**src/rtl/commit_unit_v_pkg.sv**
```systemverilog
// Shared TPU types: commit-table entry format and lane/issue-number types
// used by the scalar-side commit receiver.
package pkg_tpu;

  localparam int NUM_LANE           = 4;
  localparam int NUM_ENTRY_HAZARD   = 8;
  localparam int WIDTH_ENTRY_HAZARD = $clog2(NUM_ENTRY_HAZARD);

  typedef logic [WIDTH_ENTRY_HAZARD-1:0] issue_no_t;
  typedef logic [NUM_LANE-1:0]           commit_lane_t;
  typedef issue_no_t [NUM_LANE-1:0]      lane_issue_no_t;

  typedef struct packed {
    logic         v;
    logic         commit;
    issue_no_t    issue_no;
    commit_lane_t en_lane;
    commit_lane_t en_commit;
  } commit_tab_v;

  // An entry is done once every lane it was sent to has reported back.
  function automatic logic is_complete(commit_tab_v e);
    return e.v && ((e.en_commit & e.en_lane) == e.en_lane);
  endfunction

endpackage

```
**src/rtl/commit_unit_v_match.sv**
```systemverilog
// Per-lane lookup: one-hot hit vector of the valid table entry carrying issue_no.
module commit_match
  import pkg_tpu::*;
#(
  parameter int NUM_ENTRY = NUM_ENTRY_HAZARD
) (
  input  commit_tab_v [NUM_ENTRY-1:0] tab,
  input  logic                        valid,
  input  issue_no_t                   issue_no,
  output logic [NUM_ENTRY-1:0]        hit
);

  always_comb begin
    hit = '0;
    for (int e = 0; e < NUM_ENTRY; e++) begin
      hit[e] = valid && tab[e].v && (tab[e].issue_no == issue_no);
    end
  end

endmodule

```
**src/rtl/commit_unit_v.sv**
```systemverilog
// Vector-lane commit receiver: collects per-lane commit flags per outstanding
// command and retires commands strictly in issue order, one pulse per retirement.
module commit_unit_v
  import pkg_tpu::*;
#(
  parameter int NUM_ENTRY   = NUM_ENTRY_HAZARD,
  parameter int WIDTH_ENTRY = $clog2(NUM_ENTRY)
) (
  input  logic           clock,
  input  logic           reset,
  input  logic           I_Issue,
  input  issue_no_t      I_Issue_No,
  input  commit_lane_t   I_En_Lane,
  input  commit_lane_t   I_Commit_Lane,
  input  lane_issue_no_t I_Commit_No,
  output logic           O_Full,
  output logic           O_Empty,
  output logic           O_Commit,
  output issue_no_t      O_Commit_No,
  output logic           O_Error
);

  localparam logic [WIDTH_ENTRY:0] FULL_COUNT = NUM_ENTRY[WIDTH_ENTRY:0];

  commit_tab_v [NUM_ENTRY-1:0] tab_q, tab_d;
  logic [WIDTH_ENTRY-1:0]      wp_q, rp_q;
  logic [WIDTH_ENTRY:0]        count_q;
  logic [NUM_ENTRY-1:0]        hit [NUM_LANE];
  commit_lane_t                new_commit;
  logic                        issue_ok, retire, err_d;

  for (genvar g = 0; g < NUM_LANE; g++) begin : g_match
    commit_match #(.NUM_ENTRY(NUM_ENTRY)) u_match (
      .tab      (tab_q),
      .valid    (I_Commit_Lane[g]),
      .issue_no (I_Commit_No[g]),
      .hit      (hit[g])
    );
  end

  assign O_Full  = (count_q == FULL_COUNT);
  assign O_Empty = (count_q == '0);

  always_comb begin
    tab_d      = tab_q;
    err_d      = 1'b0;
    new_commit = '0;
    issue_ok   = I_Issue && !O_Full;
    retire     = is_complete(tab_q[rp_q]);

    for (int l = 0; l < NUM_LANE; l++) begin
      if (I_Commit_Lane[l]) begin
        if (|hit[l]) begin
          for (int e = 0; e < NUM_ENTRY; e++) begin
            if (hit[l][e]) begin
              if (tab_q[e].en_lane[l]) tab_d[e].en_commit[l] = 1'b1;
              else                     err_d = 1'b1;
            end
          end
        end else if (issue_ok && (I_Commit_No[l] == I_Issue_No)) begin
          // commit racing its own issue folds into the entry being written
          if (I_En_Lane[l]) new_commit[l] = 1'b1;
          else              err_d = 1'b1;
        end else begin
          err_d = 1'b1;
        end
      end
    end

    if (I_Issue && O_Full) err_d = 1'b1;

    if (issue_ok) begin
      tab_d[wp_q].v         = 1'b1;
      tab_d[wp_q].issue_no  = I_Issue_No;
      tab_d[wp_q].en_lane   = I_En_Lane;
      tab_d[wp_q].en_commit = new_commit;
    end

    // retire and issue never target the same slot: issue needs count<N, retire count>0
    if (retire) tab_d[rp_q] = '0;

    for (int e = 0; e < NUM_ENTRY; e++) begin
      tab_d[e].commit = is_complete(tab_d[e]);
    end
  end

  always_ff @(posedge clock or negedge reset) begin
    if (!reset) begin
      tab_q       <= '0;
      wp_q        <= '0;
      rp_q        <= '0;
      count_q     <= '0;
      O_Commit    <= 1'b0;
      O_Commit_No <= '0;
      O_Error     <= 1'b0;
    end else begin
      tab_q    <= tab_d;
      O_Commit <= retire;
      O_Error  <= O_Error | err_d;
      if (issue_ok) wp_q <= wp_q + 1'b1;
      if (retire) begin
        rp_q        <= rp_q + 1'b1;
        O_Commit_No <= tab_q[rp_q].issue_no;
      end
      case ({issue_ok, retire})
        2'b10:   count_q <= count_q + 1'b1;
        2'b01:   count_q <= count_q - 1'b1;
        default: count_q <= count_q;
      endcase
    end
  end

endmodule
```
**config.mk**
```make
export PLATFORM = sky130hd
export DESIGN_NAME = commit_unit_v
export DESIGN_NICKNAME = d
export VERILOG_FILES = /design/src/rtl/commit_unit_v_pkg.sv /design/src/rtl/commit_unit_v_match.sv /design/src/rtl/commit_unit_v.sv
export SDC_FILE = /design/constraint.sdc
export NUM_CORES = 1
export LEC_CHECK = 0
export CAP_MARGIN = 0
export CORE_ASPECT_RATIO = 1.1
export CORE_MARGIN = 3
export CORE_UTILIZATION = 62
export CTS_CLUSTER_DIAMETER = 100
export CTS_CLUSTER_SIZE = 10
export DETAILED_ROUTE_END_ITERATION = 12
export PLACE_DENSITY_LB_ADDON = 0.1
export SLEW_MARGIN = 20
export SYNTH_ARGS = -nofsm -noshare
export SYNTH_HDL_FRONTEND = slang
export SYNTH_SLANG_ARGS = --single-unit
```
**constraint.sdc**
```tcl
create_clock -name clock -period 4.2 [get_ports clock]
set_input_delay 0.42 -clock clock [delete_from_list [all_inputs] [get_ports clock]]
set_output_delay 0.42 -clock clock [all_outputs]
set_load 0.02 [all_outputs]
```
==> out/metrics.cfg <==
[run_status]
status=finished, final reports clean

[sta]
maxSlewViolCount=0
max_freq_mhz=271
layout_min_cycle_time_ps=3700
hold_violations=0
rsz0062_at_grt=false
whs_ps=39.0
tns_ps=0
finClkSkew_ps=10.8
maxSlewHeadroom=0.299
worst_slew_pin_slew_ps=1040
finalSetupViolations=0
setup_ws_ps=505
period_share=0.880

[synthesis]
ys_seq_area_frac=0.352
synth_nets=889
synthSimpleGateAreaFrac=0.149
synth_area_per_cell_sq_um=9.21
synth_xor_xnor_area_share=0.129
synth_edf_count=0
synth_seq_cells=111
synthCells=857
netlist_area_sq_mm=0.00789
synthAdderAreaFrac=0.0105
synth_top_family_by_area=compound AO/OA/AOI/OAI gates
muxShareOfSynthArea=0.125
ys_async_sr_fraction=1.00
synth-warning-count=0
synth_flop_cell=dfrtp_1
synth_compound_area_frac=0.158
synthDistinctLibCells=62

[clock_tree]
htreeDepth=3
clk_pin_slew_ps=80
cts-buffers-inserted=9
cts_sinks=111
clk_root_buffer_cell=clkbuf_16
insertion_delay_ps=370
post-cts-setup-buffers=0
cts_max_path_buffers=2
hold_buffers=0
cts_tree=done
cts-resized-gates=0

[place]
io_buffers=32
place_ws_ps=596
place_congestion=1.03
dp_hpwl_microns=17100

[worst_setup_path]
crit-reg2reg-launch=rp_q[1]
cp-startpoint=rp_q[1]
crit_required_ps=4450
crit_type=reg2reg
cp-start-kind=flop
crit_arrival_ps=3950
crit_fanout=28
endpoint_kind=flop

[flow_run]
cap_violations=0

[floorplanning]
design.core.area_sq_mm=0.0122
io_pins=33
die_width_microns=114
die_h_microns=124
rows=42
die-area_sq_mm=0.0141
start_util=0.645

[detailed_routing]
drc=0
drt.antenna.violating_nets=0
routed_wl_microns=24800
initialDrtViolationCount=963
wl_met3_microns=2280
firstDrtPassIters=5
avgRoutedWirePerCell_microns=25.2
dr.max_layer_used=met4
met2_wirelength_microns=11200
vias=6836
vias_per_cell=6.95
wl_met1_microns=9960

[global_route]
grt_overflow=0
grt_pass1_wl_microns=38300
grt_usage=0.350
grt_max_degree=103
antenna_found_initial=0
grt_pass1_vias=6524

[finish]
final_nets=857
drive_above_1_share=0.0807
mostFrequentLayoutCells=dfrtp_1, xor2_1, a21oi_1
nFillCells=990
diodes=0
area_delta_synth_final_pct=6.91
layout_commonest_cell=dfrtp_1

[power]
total_power_mw=7.10
vdd_drop_max_mv=1.40
leakage_nw=3.98
powerDensity_mw_per_mm2=842

[min_path]
min_path_type=in2async

cells in the mapped netlist, drive strengths merged, types with 2 or more instances:
master	number	share of area
a21oi	77	0.049
a221oi	6	0.0067
a22o	2	0.0022
a22oi	6	0.0057
a31oi	58	0.046
a32oi	5	0.0055
and2	2	0.0016
buf	72	0.053
clkbuf	28	0.013
dfrtp	111	0.35
ha	5	0.0079
inv	21	0.010
mux2	8	0.011
mux2i	74	0.094
mux4	7	0.020
nand2	65	0.031
nand2b	29	0.023
nand3	5	0.0044
nand3b	3	0.0029
nand4	11	0.0095
nand4b	4	0.0068
nor2	26	0.013
nor2b	5	0.0040
nor3	3	0.0019
nor3b	3	0.0029
nor4	38	0.037
nor4b	2	0.0030
o2111ai	2	0.0022
o211ai	3	0.0029
o21ai	34	0.022
o221ai	2	0.0030
o22ai	3	0.0024
o31ai	2	0.0019
or4	6	0.0057
xnor2	12	0.013
xor2	104	0.12
worst max-delay path: stages, from the launching register on:
cell and delay, ps:
dfrtp_1 1010, nor2_1 360, buf_4 290, a22o_1 230
a22oi_1 170, o221ai_2 170, nor2_4 180, ha_1 230
ha_1 240, a21o_1 170, a21oi_1 170, xnor2_1 140
nor2_1 60, xor2_1 140
cell type report:
class                      instances  area, sq um  area share
sequential                       111         2780       0.329
timing repair buffer              57          531      0.0629
multi-input combinational        624         4530       0.537
inverter                          22         82.6     0.00979
tap                              154          193      0.0228
clock buffer                       9          225      0.0267
clock inverter                     7         97.6      0.0116
logic make-up (layout without fill, tap and decap cells):
| family | Yosys count | count (layout) |
|---|---|---|
| buf+inv | 122 | 95 |
| xor+xnor | 116 | 116 |
| mux | 89 | 89 |
| flops | 111 | 111 |
| simple gates | 205 | 205 |
| fa+ha+maj | 6 | 6 |
| compound gates | 208 | 208 |
metrics by stage:
stage | instances | util | area [sq um]
final | 984 | 0.689 | 8440
after global routing | 984 | 0.689 | 8440
after CTS | 984 | 0.689 | 8440
after detailed placement | 968 | 0.663 | 8120
after global placement | 968 | 0.663 | 8120
after floorplan | 857 | - | 7890
state kept, by name, summed over array words and instances (netlist names):
register	flops
O_Commit	1
O_Commit_No	3
O_Error	1
count_q	4
rp_q	3
tab_q	96
wp_q	3
power breakdown:
part | leakage [nW] | internal, mW | switching, mW
Combinational | 2.43 | 1.53 | 2.31
Sequential | 1.39 | 1.54 | 0.792
Clock | 0.159 | 0.484 | 0.447
Total | 3.98 | 3.55 | 3.55
worst paths after layout:
| check | slack, ps | cells after the start | end |
|---|---|---|---|
| worst min-delay path | 40 | 1 | O_Commit_No[0] |
| worst max register to register | 500 | 13 | count_q[3] |
| worst min register to register | 500 | 1 | O_Commit_No[1] |
| min in group clock | 500 | 1 | O_Commit_No[1] |
| max in group asynchronous | 3260 | 2 | tab_q[39] |
| worst max-delay path | 500 | 13 | count_q[3] |
metal layers:
metal	track usage	vias to the layer above
met5	0	-
met4	0.190	0
met3	0.0549	96
met2	0.521	429
met1	0.487	3319
li1	-	2992
(Power assumes the default switching activity.)
